**src/rtl/spi_master_upr_pkg.sv**
```systemverilog
// Shared definitions for the SPI master and slave-side blocks:
// header layout and FSM state encodings.
package spi_master_upr_pkg;

  // Header byte layout: {rw, adr[6:0]}
  localparam int RW_BIT = 7;
  localparam int ADR_W  = 7;
  localparam int HDR_W  = 8;

  // Frame sequencer states
  typedef enum logic [2:0] {
    IDLE     = 3'd0,
    SETUP    = 3'd1,
    SHIFT_LO = 3'd2,
    SHIFT_HI = 3'd3,
    HOLD     = 3'd4,
    GAP      = 3'd5
  } state_t;

  // Build the header byte from the direction flag and slave address
  function automatic logic [HDR_W-1:0] make_header(input logic rw,
                                                   input logic [ADR_W-1:0] adr);
    logic [HDR_W-1:0] h;
    h              = '0;
    h[RW_BIT]      = rw;
    h[ADR_W-1:0]   = adr;
    return h;
  endfunction

endpackage

```
**src/rtl/spi_tick_gen.sv**
```systemverilog
// Half-period tick generator: while enabled, counts HALF clk cycles per
// phase and flags the first and last cycle of each phase.
module spi_tick_gen #(
  parameter int HALF = 4
) (
  input  logic clk,
  input  logic rst,
  input  logic en,
  output logic tick,
  output logic first
);

  localparam int CW = (HALF > 1) ? $clog2(HALF) : 1;

  logic [CW-1:0] cnt;

  assign tick  = en && (cnt == CW'(HALF - 1));
  assign first = en && (cnt == '0);

  // Phase counter: held at zero while disabled, wraps at the end of each phase
  always_ff @(posedge clk or negedge rst) begin
    if (!rst) begin
      cnt <= '0;
    end else if (!en || tick) begin
      // NOTE: registers are always updated with <= so every flop samples pre-edge values.
      cnt <= '0;
    end else begin
      cnt <= cnt + 1'b1;
    end
  end

endmodule

```
**src/rtl/spi_master_upr.sv**
```systemverilog
// SPI master: sends a header byte {rw, adr} followed by Nbit data bits,
// MSB first, with programmable sclk half-period and minimum cs-high gap.
module spi_master_upr
  import spi_master_upr_pkg::*;
#(
  parameter int Nbit   = 8,
  parameter int HALF   = 4,
  parameter int CS_GAP = 8
) (
  input  logic             clk,
  input  logic             rst,
  input  logic             start,
  input  logic             rw,
  input  logic [ADR_W-1:0] adr,
  input  logic [Nbit-1:0]  wdata,
  output logic             busy,
  output logic             done,
  output logic [Nbit-1:0]  rdata,
  output logic             sclk,
  output logic             mosi,
  input  logic             miso,
  output logic             cs
);

  localparam int TOT = HDR_W + Nbit;
  localparam int BCW = $clog2(TOT);
  localparam int GCW = (CS_GAP > 1) ? $clog2(CS_GAP) : 1;

  state_t          state;
  logic [TOT-2:0]  shreg;    // bits still to be sent after the one on mosi
  logic [Nbit-1:0] rx;       // read data being assembled
  logic [BCW-1:0]  bit_cnt;  // index of the current sclk period
  logic [GCW-1:0]  gap_cnt;
  logic            rw_q;
  logic            armed;    // blocks start on the first edge after reset
  logic            tick_en;
  logic            tick;
  logic            phase_first;
  logic [TOT-1:0]  frame_w;

  // Complete outgoing frame; read frames carry zeros in the data phase
  assign frame_w = {make_header(rw, adr), (rw ? wdata : {Nbit{1'b0}})};

  assign tick_en = (state inside {SETUP, SHIFT_HI, SHIFT_LO, HOLD});

  spi_tick_gen #(
    .HALF (HALF)
  ) u_tick (
    .clk   (clk),
    .rst   (rst),
    .en    (tick_en),
    .tick  (tick),
    .first (phase_first)
  );

  // Frame sequencer with registered SPI outputs, shifters and counters
  always_ff @(posedge clk or negedge rst) begin
    if (!rst) begin
      state   <= IDLE;
      shreg   <= '0;
      rx      <= '0;
      bit_cnt <= '0;
      gap_cnt <= '0;
      rw_q    <= 1'b0;
      armed   <= 1'b0;
      cs      <= 1'b1;
      sclk    <= 1'b0;
      mosi    <= 1'b0;
      busy    <= 1'b0;
      done    <= 1'b0;
      rdata   <= '0;
    end else begin
      armed <= 1'b1;
      done  <= 1'b0;
      case (state)
        IDLE: begin
          if (start && armed) begin
            mosi    <= frame_w[TOT-1];
            shreg   <= frame_w[TOT-2:0];
            rw_q    <= rw;
            bit_cnt <= '0;
            rx      <= '0;
            cs      <= 1'b0;
            busy    <= 1'b1;
            state   <= SETUP;
          end
        end

        SETUP: begin
          if (tick) begin
            sclk  <= 1'b1;
            state <= SHIFT_HI;
          end
        end

        SHIFT_HI: begin
          if (phase_first && !rw_q && (bit_cnt >= BCW'(HDR_W))) begin
            rx <= Nbit'({rx, miso});
          end
          if (tick) begin
            sclk <= 1'b0;
            if (bit_cnt == BCW'(TOT - 1)) begin
              mosi  <= 1'b0;
              state <= HOLD;
            end else begin
              bit_cnt <= bit_cnt + 1'b1;
              mosi    <= shreg[TOT-2];
              shreg   <= shreg << 1;
              state   <= SHIFT_LO;
            end
          end
        end

        SHIFT_LO: begin
          if (tick) begin
            sclk  <= 1'b1;
            state <= SHIFT_HI;
          end
        end

        HOLD: begin
          if (tick) begin
            cs      <= 1'b1;
            gap_cnt <= '0;
            state   <= GAP;
          end
        end

        GAP: begin
          gap_cnt <= gap_cnt + 1'b1;
          // done and the busy drop land on the last GAP cycle
          if (gap_cnt == GCW'(CS_GAP - 2)) begin
            done <= 1'b1;
            busy <= 1'b0;
            if (!rw_q) begin
              rdata <= rx;
            end
          end
          if (gap_cnt == GCW'(CS_GAP - 1)) begin
            gap_cnt <= '0;
            state   <= IDLE;
          end
        end

        default: state <= IDLE;
      endcase
    end
  end

endmodule
```
**config.mk**
```make
export PLATFORM = sky130hd
export DESIGN_NAME = spi_master_upr
export DESIGN_NICKNAME = d
export VERILOG_FILES = /design/src/rtl/spi_master_upr_pkg.sv /design/src/rtl/spi_tick_gen.sv /design/src/rtl/spi_master_upr.sv
export SDC_FILE = /design/constraint.sdc
export NUM_CORES = 1
export LEC_CHECK = 0
export ABC_CLOCK_PERIOD_IN_PS = 4200
export CORE_UTILIZATION = 61
export CTS_BUF_LIST = sky130_fd_sc_hd__clkbuf_2 sky130_fd_sc_hd__clkbuf_4 sky130_fd_sc_hd__clkbuf_8
export DETAILED_ROUTE_END_ITERATION = 10
export PLACE_DENSITY_LB_ADDON = 0.3
export SLEW_MARGIN = 30
export SYNTH_ARGS = -nofsm -noshare
export SYNTH_HDL_FRONTEND = slang
export SYNTH_HIERARCHICAL = 1
export SYNTH_SLANG_ARGS = --single-unit
```
**constraint.sdc**
```tcl
create_clock -name clk -period 4.2 [get_ports clk]
set_input_delay 0.84 -clock clk [delete_from_list [all_inputs] [get_ports clk]]
set_output_delay 0.84 -clock clk [all_outputs]
set_load 0.01 [all_outputs]
```
Yosys cells after proc, flatten, opt, wreduce, memory -nomap -nowiden
Index checks and enable logic that the tools add are counted.
{"block": "word_totals", "output_inout_bits": 13, "regBits": 50, "inputBits": 20, "wordCells": 100}
{"block": "classes", "order_cmp": 1, "reduce_logical": 27, "bitwise_logic": 1, "eq_ne": 17, "muxes": 37, "add_sub_neg": 3}
{"cell": "two-way mux 15 bit", "count": 3}
{"cell": "case mux 15 bit (2 select lines)", "count": 1}
{"cell": "two-way mux 3 bit", "count": 8}
{"cell": "two-way mux 8 bit", "count": 3}
{"cell": "AND reduction 3 bit", "count": 6}
{"cell": "case mux 8 bit (2 select lines)", "count": 1}
{"cell": "case mux 3 bit (5 select lines)", "count": 1}
{"cell": "== test 3 bit, second input constant", "count": 4}
{"cell": "two-way mux 4 bit", "count": 3}
{"cell": "two-way mux 1 bit", "count": 10}
{"cell": "nonzero test 2 bit", "count": 5}
{"cell": "!= test 2 x 1 -> 1 bit, second input constant", "count": 4}
{"cell": "!= test 2 bit, second input constant", "count": 4}
{"cell": "case mux 1 bit (2 select lines)", "count": 4}
{"cell": "case mux 4 bit (2 select lines)", "count": 1}
{"cell": "== test 3 x 2 -> 1 bit, second input constant", "count": 2}
{"cell": "case mux 3 bit (2 select lines)", "count": 1}
{"cell": "logical AND 1 bit", "count": 5}
{"cell": "AND reduction 5 bit", "count": 1}
{"cell": "adder 4 x 1 -> 4 bit, second input constant", "count": 1}
{"cell": "== test 4 bit, second input constant", "count": 1}
{"cell": "greater-or-equal comparator 4 bit, second input constant", "count": 1}
{"cell": "AND reduction 2 bit", "count": 2}
{"cell": "AND reduction 4 bit", "count": 1}
{"cell": "other kinds (12)", "count": 13}

Logic depth before layout (Yosys ltp)
Gate-level depths: netlist of run 1.
{"block": "logic_depth", "depth_word": 7, "mapped_depth": 9}

Cells and area by module
Netlist of run 1, hierarchy kept.
{"module": "spi_master_upr", "area_per_inst_um2": 2349.8, "instances": 1, "cells_per_inst": 191}
{"module": "spi_tick_gen", "area_per_inst_um2": 117.6, "instances": 1, "cells_per_inst": 10}

Least setup slack after synthesis of run 1
Ideal clock, no wire load.
{"block": "synth_path", "path_kind": "register to register", "start": "register state[2]", "end": "register shreg[11]", "t_arrival_ns": 2.089, "setup_slack_ns": 1.986, "synth_period_minus_slack_ns": 2.214, "setup_time_ns": 0.125, "stages_incl_launch_ff": 10, "t_required_ns": 4.075, "cell_sequence": "dfrtp_1 buf_6 clkbuf_1 xnor2_1 and2_2 buf_2 nand4b_4 o22ai_2 buf_4 mux2_2"}
{"block": "synth_via", "elab_chain_cells": 5, "word_cells_on_any_way": 13, "cone_classes": "eq/ne: 7; mux: 1; reduce/logical: 5"}
{"element": "from (decl)", "line": "spi_master_upr.sv:29", "rtl": "state_t state;"}
{"element": "from (signal assigned)", "line": "spi_master_upr.sv:59", "rtl": "state <= IDLE;"}
{"element": "from (signal assigned)", "line": "spi_master_upr.sv:85", "rtl": "state <= SETUP;"}
{"element": "from (signal assigned)", "line": "spi_master_upr.sv:92", "rtl": "state <= SHIFT_HI;"}
{"element": "== test 3 x 1 -> 1 bit (tied with other cells)", "line": "spi_master_upr.sv:44", "rtl": "assign tick_en = (state inside {SETUP, SHIFT_HI, SHIFT_LO, HOLD});"}
{"element": "nonzero test 4 bit (*)", "line": "spi_master_upr.sv:44"}
{"element": "via tick_en", "line": "spi_master_upr.sv:36", "rtl": "logic tick_en;"}
{"element": "logical AND 1 bit (*)", "line": "spi_tick_gen.sv:17", "rtl": "assign tick = en && (cnt == CW'(HALF - 1));"}
{"element": "via tick", "line": "spi_master_upr.sv:37", "rtl": "logic tick;"}
{"element": "!= test 2 x 1 -> 1 bit (no line) (*)"}
{"element": "AND reduction 4 bit (no line) (*)"}
{"element": "to (signal assigned)", "line": "spi_master_upr.sv:79", "rtl": "shreg <= frame_w[TOT-2:0];"}
{"element": "to (signal assigned)", "line": "spi_master_upr.sv:108", "rtl": "shreg <= shreg << 1;"}
{"element": "to (decl)", "line": "spi_master_upr.sv:30", "rtl": "logic [TOT-2:0] shreg;"}
Mark *: on every way through the listed nets, which the timed path passes. The rest lies on a longest branch.
A chain may end at the register's enable or synchronous reset.

Worst setup path after layout of run 1
{"block": "layout_path", "start": "register state[0]", "end": "register shreg[7]"}
The elaborated chain is that of the path after synthesis.

==> flow_metrics.py, run 1 <==
metrics = {
    "clock_network": {
        "cts_resized": 0,
        "cts_root_buffer": "clkbuf_8",
        "cts_hold_buf": 0,
        "numCtsBuffers": 5,
        "htreeDepth": 2,
        "max-clock-path-buffers": 2,
        "clock_latency_ps": 310,
        "cts_tree": "built",
        "clock-sinks": 50,
        "cts_setup_buffers": 0,
        "path_clk_slew_ps": 90,
    },
    "setup_path": {
        "r2r_end": "shreg[7]",
        "critPathLaunchType": "flop",
        "crit_end": "shreg[7]",
        "endpoint_kind": "flop",
        "cp_cell_sequence": "nor2_1, xnor2_1, and2_2, nand4b_4, o22ai_2, mux2_2",
        "crit_path_max_fanout": 18,
        "crit_family": "flip-flops",
        "timing.rr.start": "state[0]",
        "path_depth": 6,
        "worst-r2r-cell-count": 6,
        "crit_slowest_cell": "dfrtp_1",
        "path_buf_inv": 0,
        "max_stage_delay_ps": 770,
        "arrival_ps": 2960,
        "path_class": "flop to flop",
        "setup.worst_path.start": "state[0]",
        "worstPathRequired_ps": 4390,
        "r2r_slack_ps": 1440,
    },
    "sta": {
        "rsz0062_at_grt": "no",
        "fin_ws_ps": 1437,
        "fin_setup_tns_ps": 0,
        "clock.fmax_mhz": 361.9,
        "tightest_slew_ps": 751.3,
        "finalCritPeriodShare": 0.6578,
        "hold_violations": 0,
        "setup_viol": 0,
        "relSlewSlack": 0.4991,
        "slew_viol_final": 0,
        "skew_ps": 11.02,
        "period_minus_slack_ps": 2763,
    },
    "yosys": {
        "synth_edf_count": 0,
        "yosysUniqueCellTypes": 47,
        "synth.cell_area_um2": 2467,
        "synth_xor_xnor_area_share": 0.003550,
        "ys_ff_latch": 50,
        "synthSimpleGateAreaFrac": 0.1420,
        "synth_fa_ha_area_frac": 0.03550,
        "seq_area_frac_synth": 0.5076,
        "synth_top_family_by_area": "multiplexers",
        "yosysWarnings": 6,
        "synthMuxAreaShare": 0.1471,
        "synth-compound-area-share": 0.1126,
        "synthesis.instances": 201,
        "syn_nets": 228,
        "synthArstFlopShare": 1.000,
        "synth-main-ff-cell": "dfrtp_1",
        "syn_avg_cell_area_um2": 12.28,
    },
    "pwr": {
        "p_total_mw": 1.603,
        "switchingPower_uw": 524.4,
        "switching_share": 0.3272,
        "p_leak_nw": 1.292,
        "ir_worst_vdd_mv": 0.3066,
        "p_clk_frac": 0.212,
        "p_int_mw": 1.078,
        "pwr-share-comb": 0.316,
        "power.density_nw_per_um2": 556.5,
        "seqPwrFrac": 0.471,
    },
    "drt": {
        "drt_pass1_iterations": 4,
        "drc": 0,
        "drt-wirelength-per-cell_um": 16.06,
        "via_per_inst": 5.910,
        "drt_wl_total_mm": 4.465,
        "vias": 1643,
        "dr.first_iter.drc_count": 81,
        "ant_nets": 0,
    },
    "cells_and_area": {
        "utilization": 0.7638,
        "fill_cells": 229,
        "drive_above_1_share": 0.1870,
        "n_antenna_cell": 0,
        "area_delta_synth_final_pct": 16.73,
        "nNetsFinal": 256,
        "mostFrequentLayoutCell": "dfrtp_1",
        "layout_common_cells": "dfrtp_1 (49), clkdlybuf4s50_1 (31), mux2_2 (22), inv_1 (12), nand2_1 (11)",
    },
    "die": {
        "die_h_um": 65.60,
        "die_w_um": 65.60,
        "design.core.area_um2": 3771,
        "io_pins": 33,
        "die-area_um2": 4303,
        "start_util": 0.6543,
        "rows": 22,
    },
    "grt": {
        "antenna_found_initial": 0,
        "grt_max_degree": 51,
        "gr-total-overflow": 0,
        "grt_usage": 0.2385,
        "grt_pass1_vias": 1626,
        "grt_pass1_wl_mm": 7.645,
    },
    "place": {
        "place.gp.congestion": 0.7700,
        "io_buffers": 32,
        "hpwlAfterDp_mm": 3.107,
        "dp_slack_ps": 1335,
    },
    "worst_hold_path": {
        "hold_start": "u_tick/cnt[0]",
        "hold_class": "flop to flop",
    },
    "run_status": {
        "status": "complete, no violations",
    },
    "job": {
        "max-cap-violations": 0,
    },
}
sequential cells by signal, indices dropped and copies added (netlist names):
register,count
done,1
armed,1
cs,1
state,3
sclk,1
u_tick/cnt,2
bit_cnt,4
shreg,15
mosi,1
rx,8
rw_q,1
gap_cnt,3
rdata,8
busy,1
final cells by class:
type	instances	area (um2)	area share
tap	48	60.06	0.02085
timing repair buffer	32	317.8	0.1103
sequential	50	1252	0.4348
inverter	12	45.04	0.01564
clock inverter	3	45.04	0.01564
multi-input combinational	128	1091	0.3788
clock buffer	5	68.82	0.02389
worst register-to-register path, stage by stage, from the launching register on:
cell	delay, ps
dfrtp_1	770
nor2_1	190
xnor2_1	270
and2_2	340
nand4b_4	190
o22ai_2	490
mux2_2	410
kinds of logic (layout without fill, tap and decap cells):
| family | Yosys count | count (layout) |
|---|---|---|
| and+or+nand+nor | 54 | 54 |
| xor gates and xnor gates | 1 | 1 |
| muxes | 33 | 33 |
| other | 1 | 1 |
| buffers and inverters | 23 | 52 |
| AOI/OAI and AO/OA | 32 | 32 |
| adders and majority gates | 7 | 7 |
| DFF | 50 | 50 |
per-layer routing:
layer | track usage | vias to the layer above | part of all wire
met5 | 0 | - | 0
met4 | 0.1060 | 0 | 0.024
met3 | 0.04340 | 11 | 0.039
met2 | 0.3698 | 43 | 0.49
met1 | 0.3268 | 820 | 0.45
li1 | - | 769 | -
how the worst min path moves through the flow:
stage / depth (start not counted) / end / slack [ps]
after CTS: 1 / u_tick/cnt[0] / 490
after floorplan: 1 / shreg[0] / 450
after global placement: 1 / u_tick/cnt[0] / 460
final: 1 / u_tick/cnt[0] / 490
after global routing: 1 / u_tick/cnt[0] / 510
after detailed placement: 1 / u_tick/cnt[0] / 480
power by group through the flow:
stage	Sequential, mW	Combinational [mW]	Clock (mW)
2_1_floorplan	0.706	0.436	0
3_3_place_gp	0.748	0.472	0
3_5_place_dp	0.761	0.508	0
4_1_cts	0.755	0.513	0.347
5_1_grt	0.776	0.560	0.364
6_report	0.755	0.507	0.340
through the flow:
step           hold slack (ps)  instance area, um2  cells
2_1_floorplan            449.0                2467    201
3_3_place_gp             462.2                2764    270
3_5_place_dp             475.7                2766    270
4_1_cts                  491.5                2880    278
5_1_grt                  513.4                2880    278
6_report                 488.5                2880    278
cell usage after synthesis (5+ instances only):
master	n	area, um2
and3_1	8	50.05
mux2_2	22	247.7
mux2i_1	7	70.07
nand3_1	7	35.03
ha_1	7	87.58
a21oi_1	5	25.02
o21ai_0	8	40.04
nor2_1	9	33.78
inv_1	12	45.04
a221o_1	6	60.06
nand2_1	11	41.29
dfrtp_1	49	1226
No activity file was read; power rests on OpenSTA's default activity.
==> inputs of run 2 (changes only) <==
--- a/config.mk
+++ b/config.mk
@@ -5,8 +5,8 @@
 export SDC_FILE = /design/constraint.sdc
 export NUM_CORES = 1
 export LEC_CHECK = 0
-export ABC_CLOCK_PERIOD_IN_PS = 4200
-export CORE_UTILIZATION = 61
+export ABC_CLOCK_PERIOD_IN_PS = 2690
+export CORE_UTILIZATION = 57
 export CTS_BUF_LIST = sky130_fd_sc_hd__clkbuf_2 sky130_fd_sc_hd__clkbuf_4 sky130_fd_sc_hd__clkbuf_8
 export DETAILED_ROUTE_END_ITERATION = 10
 export PLACE_DENSITY_LB_ADDON = 0.3
==> constraint.sdc (replaced) <==
create_clock -name clk -period 2.69 [get_ports clk]
set_input_delay 0.538 -clock clk [delete_from_list [all_inputs] [get_ports clk]]
set_output_delay 0.538 -clock clk [all_outputs]
set_load 0.01 [all_outputs]
==> flow_metrics.py, run 2 (same netlist as run 1, synthesis figures left out) <==
metrics = {
    "cells_and_area": {
        "seqCellArea_um2": 1252,
        "nNetsFinal": 262,
        "registers.top_by_ff_count": "shreg",
        "mostFrequentLayoutCell": "dfrtp_1",
        "reg_top3": "shreg x15, rdata x8, rx x8",
        "drive_above_1_share": 0.2076,
        "fill_cells": 284,
        "area_delta_synth_final_pct": 18.31,
        "n_antenna_cell": 0,
        "largest_register_ffs": 15,
        "layout_common_cells": "dfrtp_1 (49), clkdlybuf4s50_1 (31), mux2_2 (22), inv_1 (12), nand2_1 (11)",
        "multi_input_area_um2": 1091,
    },
    "worst_hold_path": {
        "hold_class": "primary input to asynchronous set/reset pin",
    },
    "clock_network": {
        "clock-sinks": 50,
        "htreeDepth": 2,
        "cts_setup_buffers": 0,
        "numCtsBuffers": 5,
        "clock_latency_ps": 290,
        "cts_tree": "built",
        "cts_hold_buf": 0,
        "cts_resized": 0,
        "max-clock-path-buffers": 2,
        "path_clk_slew_ps": 90,
        "cts_root_buffer": "clkbuf_8",
    },
    "drt": {
        "drt_wl_total_mm": 4.215,
        "drt_pass1_iterations": 4,
        "drt-wirelength-per-cell_um": 14.74,
        "drc": 0,
        "ant_nets": 0,
        "vias": 1609,
        "via_per_inst": 5.626,
        "dr.first_iter.drc_count": 69,
    },
    "sta": {
        "timing.hold.ws_ps": 233.2,
        "slew_viol_final": 0,
        "clock.fmax_mhz": 442.1,
        "hold_violations": 0,
        "period_minus_slack_ps": 2262,
        "tightest_slew_ps": 577.8,
        "setup_viol": 0,
        "relSlewSlack": 0.6148,
        "finalCritPeriodShare": 0.8409,
        "rsz0062_at_grt": "no",
        "skew_ps": 8.173,
        "fin_setup_tns_ps": 0,
    },
    "grt": {
        "grt_pass1_wl_mm": 6.962,
        "gr-total-overflow": 0,
        "grt_pass1_vias": 1518,
        "antenna_found_initial": 0,
        "grt_usage": 0.2074,
        "grt_max_degree": 27,
    },
    "pwr": {
        "power.density_nw_per_um2": 829.9,
        "ir_worst_vdd_mv": 0.6808,
        "p_leak_nw": 1.326,
    },
    "die": {
        "rows": 23,
        "start_util": 0.6038,
        "die-area_um2": 4595,
        "io_pins": 33,
        "design.core.area_um2": 4086,
        "die_h_um": 67.79,
        "die_w_um": 67.79,
    },
    "setup_path": {
        "arrival_ps": 2440,
        "path_class": "flop to flop",
        "critPathLaunchType": "flop",
        "crit_path_max_fanout": 11,
        "worstPathRequired_ps": 2870,
        "endpoint_kind": "flop",
    },
    "place": {
        "place.gp.congestion": 0.7716,
        "hpwlAfterDp_mm": 2.976,
        "io_buffers": 32,
    },
    "run_status": {
        "status": "complete, no violations",
    },
    "job": {
        "max-cap-violations": 0,
    },
}
==> run 2: worst paths after layout <==
kind,slack [ps],to,startpoint,cells past startpoint
max,430,shreg[4],state[1],6
min,230,rdata[4],rst,1
max reg2reg,430,shreg[4],state[1],6
min reg2reg,490,shreg[8],shreg[8],1
max in group asynchronous,1840,cs,rst,2
min in group clk,490,shreg[8],shreg[8],1
==> run 2: layout make-up <==
type | instances | share of cell area
Sequential cell | 50 | 0.4291
Multi-Input combinational cell | 128 | 0.3738
Timing Repair Buffer | 38 | 0.1277
Clock buffer | 7 | 0.03086
Tap cell | 50 | 0.02143
Inverter | 12 | 0.01543
Clock inverter | 1 | 0.001715
==> run 2: report_power, final <==
part	total, mW	switching [mW]	internal [mW]
registers	1.12	0.143	0.982
logic	0.855	0.409	0.446
clock network	0.443	0.225	0.218
total	2.42	0.777	1.65
==> run 2: critical path, stage by stage (launching register included) <==
cell,delay (ps)
dfrtp_1,380
nor2_1,220
xnor2_1,200
and2_2,340
and4b_1,410
a2bb2oi_1,210
a221o_1,390
==> run 2: routing by layer <==
| layer | track usage | vias to the layer above | wire length [um] |
|---|---|---|---|
| li1 | - | 786 | - |
| met1 | 0.2957 | 779 | 2103 |
| met2 | 0.3069 | 39 | 1897 |
| met3 | 0.05068 | 5 | 167 |
| met4 | 0.07292 | 0 | 47 |
| met5 | 0 | - | 0 |
==> run 2: metrics by stage <==
stage	worst slack, ps	utilization	cell area, um2	std cells	power, mW
floorplan	476.1	-	2467	201	1.784
global placement	523.1	0.6911	2824	278	1.957
detailed placement	446.4	0.6911	2824	278	1.994
CTS	453.7	0.7143	2919	286	2.443
global route	220.4	0.7143	2919	286	2.588
finish	427.9	0.7143	2919	286	2.423
==> inputs of run 3 (changes only) <==
--- a/config.mk
+++ b/config.mk
@@ -5,8 +5,8 @@
 export SDC_FILE = /design/constraint.sdc
 export NUM_CORES = 1
 export LEC_CHECK = 0
-export ABC_CLOCK_PERIOD_IN_PS = 2690
-export CORE_UTILIZATION = 57
+export ABC_CLOCK_PERIOD_IN_PS = 2000
+export CORE_UTILIZATION = 51
 export CTS_BUF_LIST = sky130_fd_sc_hd__clkbuf_2 sky130_fd_sc_hd__clkbuf_4 sky130_fd_sc_hd__clkbuf_8
 export DETAILED_ROUTE_END_ITERATION = 10
 export PLACE_DENSITY_LB_ADDON = 0.3
==> constraint.sdc (replaced) <==
create_clock -name clk -period 2 [get_ports clk]
set_input_delay 0.4 -clock clk [delete_from_list [all_inputs] [get_ports clk]]
set_output_delay 0.4 -clock clk [all_outputs]
set_load 0.01 [all_outputs]
==> flow_metrics.py, run 3 (same netlist as run 1, synthesis figures left out) <==
metrics = {
    "setup_path": {
        "worstPathRequired_ps": 2200,
        "max_stage_delay_ps": 410,
        "crit_path_max_fanout": 7,
        "r2r_end": "shreg[12]",
        "arrival_ps": 2090,
        "crit_slowest_cell": "dfrtp_1",
        "endpoint_kind": "flop",
        "r2r_slack_ps": 110,
        "worst-r2r-cell-count": 7,
        "timing.rr.start": "state[0]",
        "critPathLaunchType": "flop",
        "cp_cell_sequence": "nor2_4, xnor2_2, and2_4, nand4b_4, o22ai_2, buf_4, mux2_4",
        "path_class": "flop to flop",
    },
    "die": {
        "design.core.area_um2": 4504,
        "die_w_um": 71.56,
        "die_h_um": 71.56,
        "start_util": 0.5478,
        "io_pins": 33,
        "rows": 24,
        "die-area_um2": 5120,
    },
    "pwr": {
        "p_total_mw": 3.586,
        "p_clk_frac": 0.203,
        "switchingPower_mw": 1.135,
        "pwr-share-comb": 0.370,
        "p_leak_nw": 1.407,
        "p_int_mw": 2.451,
        "power.density_nw_per_um2": 1167,
        "switching_share": 0.3164,
        "ir_worst_vdd_mv": 0.7144,
        "seqPwrFrac": 0.427,
    },
    "clock_network": {
        "cts_resized": 0,
        "htreeDepth": 2,
        "cts_root_buffer": "clkbuf_8",
        "path_clk_slew_ps": 90,
        "clock-sinks": 50,
        "cts_setup_buffers": 0,
        "cts_tree": "built",
        "numCtsBuffers": 5,
        "cts_hold_buf": 0,
        "max-clock-path-buffers": 2,
        "clock_latency_ps": 300,
    },
    "worst_hold_path": {
        "hold_class": "primary input to asynchronous set/reset pin",
    },
    "place": {
        "dpl-instance-area_um2": 2959,
        "io_buffers": 32,
        "hpwlAfterDp_mm": 3.274,
        "place.gp.congestion": 0.7323,
    },
    "cells_and_area": {
        "drive_above_1_share": 0.2702,
        "fin_area_um2": 3073,
        "layout_common_cells": "dfrtp_1 (49), clkdlybuf4s50_1 (31), mux2_2 (19), buf_4 (17), inv_1 (12)",
        "reg_top3": "shreg x15, rdata x8, rx x8",
        "mostFrequentLayoutCell": "dfrtp_1",
        "nNetsFinal": 274,
        "registers.top_by_ff_count": "shreg",
        "area_delta_synth_final_pct": 24.54,
        "utilization": 0.6822,
        "n_antenna_cell": 0,
        "largest_register_ffs": 15,
    },
    "sta": {
        "setup_viol": 0,
        "period_minus_slack_ps": 1890,
        "hold_violations": 0,
        "slew_viol_final": 0,
        "finalCritPeriodShare": 0.9451,
        "rsz0062_at_grt": "no",
        "clock.fmax_mhz": 529.0,
        "skew_ps": 8.177,
    },
    "run_status": {
        "status": "complete, no violations",
    },
    "drt": {
        "dr.first_iter.drc_count": 98,
        "ant_nets": 0,
        "drt_wl_total_mm": 4.700,
        "drt-wirelength-per-cell_um": 15.67,
        "via_per_inst": 5.560,
        "vias": 1668,
        "drc": 0,
        "drt_pass1_iterations": 4,
    },
    "grt": {
        "grt_pass1_wl_mm": 8.169,
        "grt_pass1_vias": 1732,
        "grt_max_degree": 51,
        "gr-total-overflow": 0,
        "antenna_found_initial": 0,
        "grt_usage": 0.2071,
    },
    "job": {
        "max-cap-violations": 0,
    },
}
-- run 3: cell types whose count changed in the layout (fill, tap and decap cells not counted), moves of 3 or more --
cell    delta
mux2_2     -3
mux2_4     +7
mux2_1     -4
buf_4     +12
-- run 3: area by class of cell --
class / instances / area (um2)
Tap cell: 52 / 65.06
Multi-Input combinational cell: 128 / 1134
Clock buffer: 6 / 76.32
Fill cell: 344 / 1431
Inverter: 12 / 45.04
Clock inverter: 2 / 37.54
Timing Repair Buffer: 50 / 462.9
Sequential cell: 50 / 1252
-- run 3: metrics by stage --
stage                     setup WS, ps  std cells  hold WS (ps)  setup TNS [ps]
after CTS                        93.15        300         73.06               0
after detailed placement        -29.49        292         409.7          -92.86
after global placement           3.361        292         411.4               0
after floorplan                 -22.27        201         104.4          -155.9
after global routing             10.97        300         84.12               0
final                            109.7        300         68.08               0
-- run 3: worst max-delay path: cells and delay by family (launching register included) --
kind,cells,cell delay [ps]
xor gates and xnor gates,1,150
DFF,1,410
AOI/OAI and AO/OA,1,210
buffers and inverters,1,200
muxes,1,310
and+or+nand+nor,3,500
-- run 3: routing by layer --
| layer | part of all wire | global-route usage | vias to the layer above | routed length, um |
|---|---|---|---|---|
| li1 | - | - | 803 | - |
| met1 | 0.46 | 0.2744 | 823 | 2153 |
| met2 | 0.49 | 0.3407 | 37 | 2309 |
| met3 | 0.034 | 0.04079 | 5 | 160 |
| met4 | 0.016 | 0.07625 | 0 | 76 |
| met5 | 0 | 0 | - | 0 |
-- run 3: power groups by stage --
stage / combinational, mW / sequential, mW / clock, mW
2_1_floorplan: 1.04 / 1.49 / 0
3_3_place_gp: 1.29 / 1.53 / 0
3_5_place_dp: 1.34 / 1.55 / 0
4_1_cts: 1.35 / 1.53 / 0.740
5_1_grt: 1.46 / 1.57 / 0.789
6_report: 1.33 / 1.53 / 0.727
-- run 3: how the worst max path moves through the flow --
| stage | from | endpoint | slack (ps) | depth (start not counted) |
|---|---|---|---|---|
| after floorplan | state[1] | shreg[0] | -20 | 9 |
| after global placement | start | rx[7] | 3 | 5 |
| after detailed placement | start | rx[5] | -30 | 5 |
| after CTS | state[0] | shreg[10] | 90 | 7 |
| after global routing | state[0] | shreg[12] | 10 | 7 |
| final | state[0] | shreg[12] | 110 | 7 |
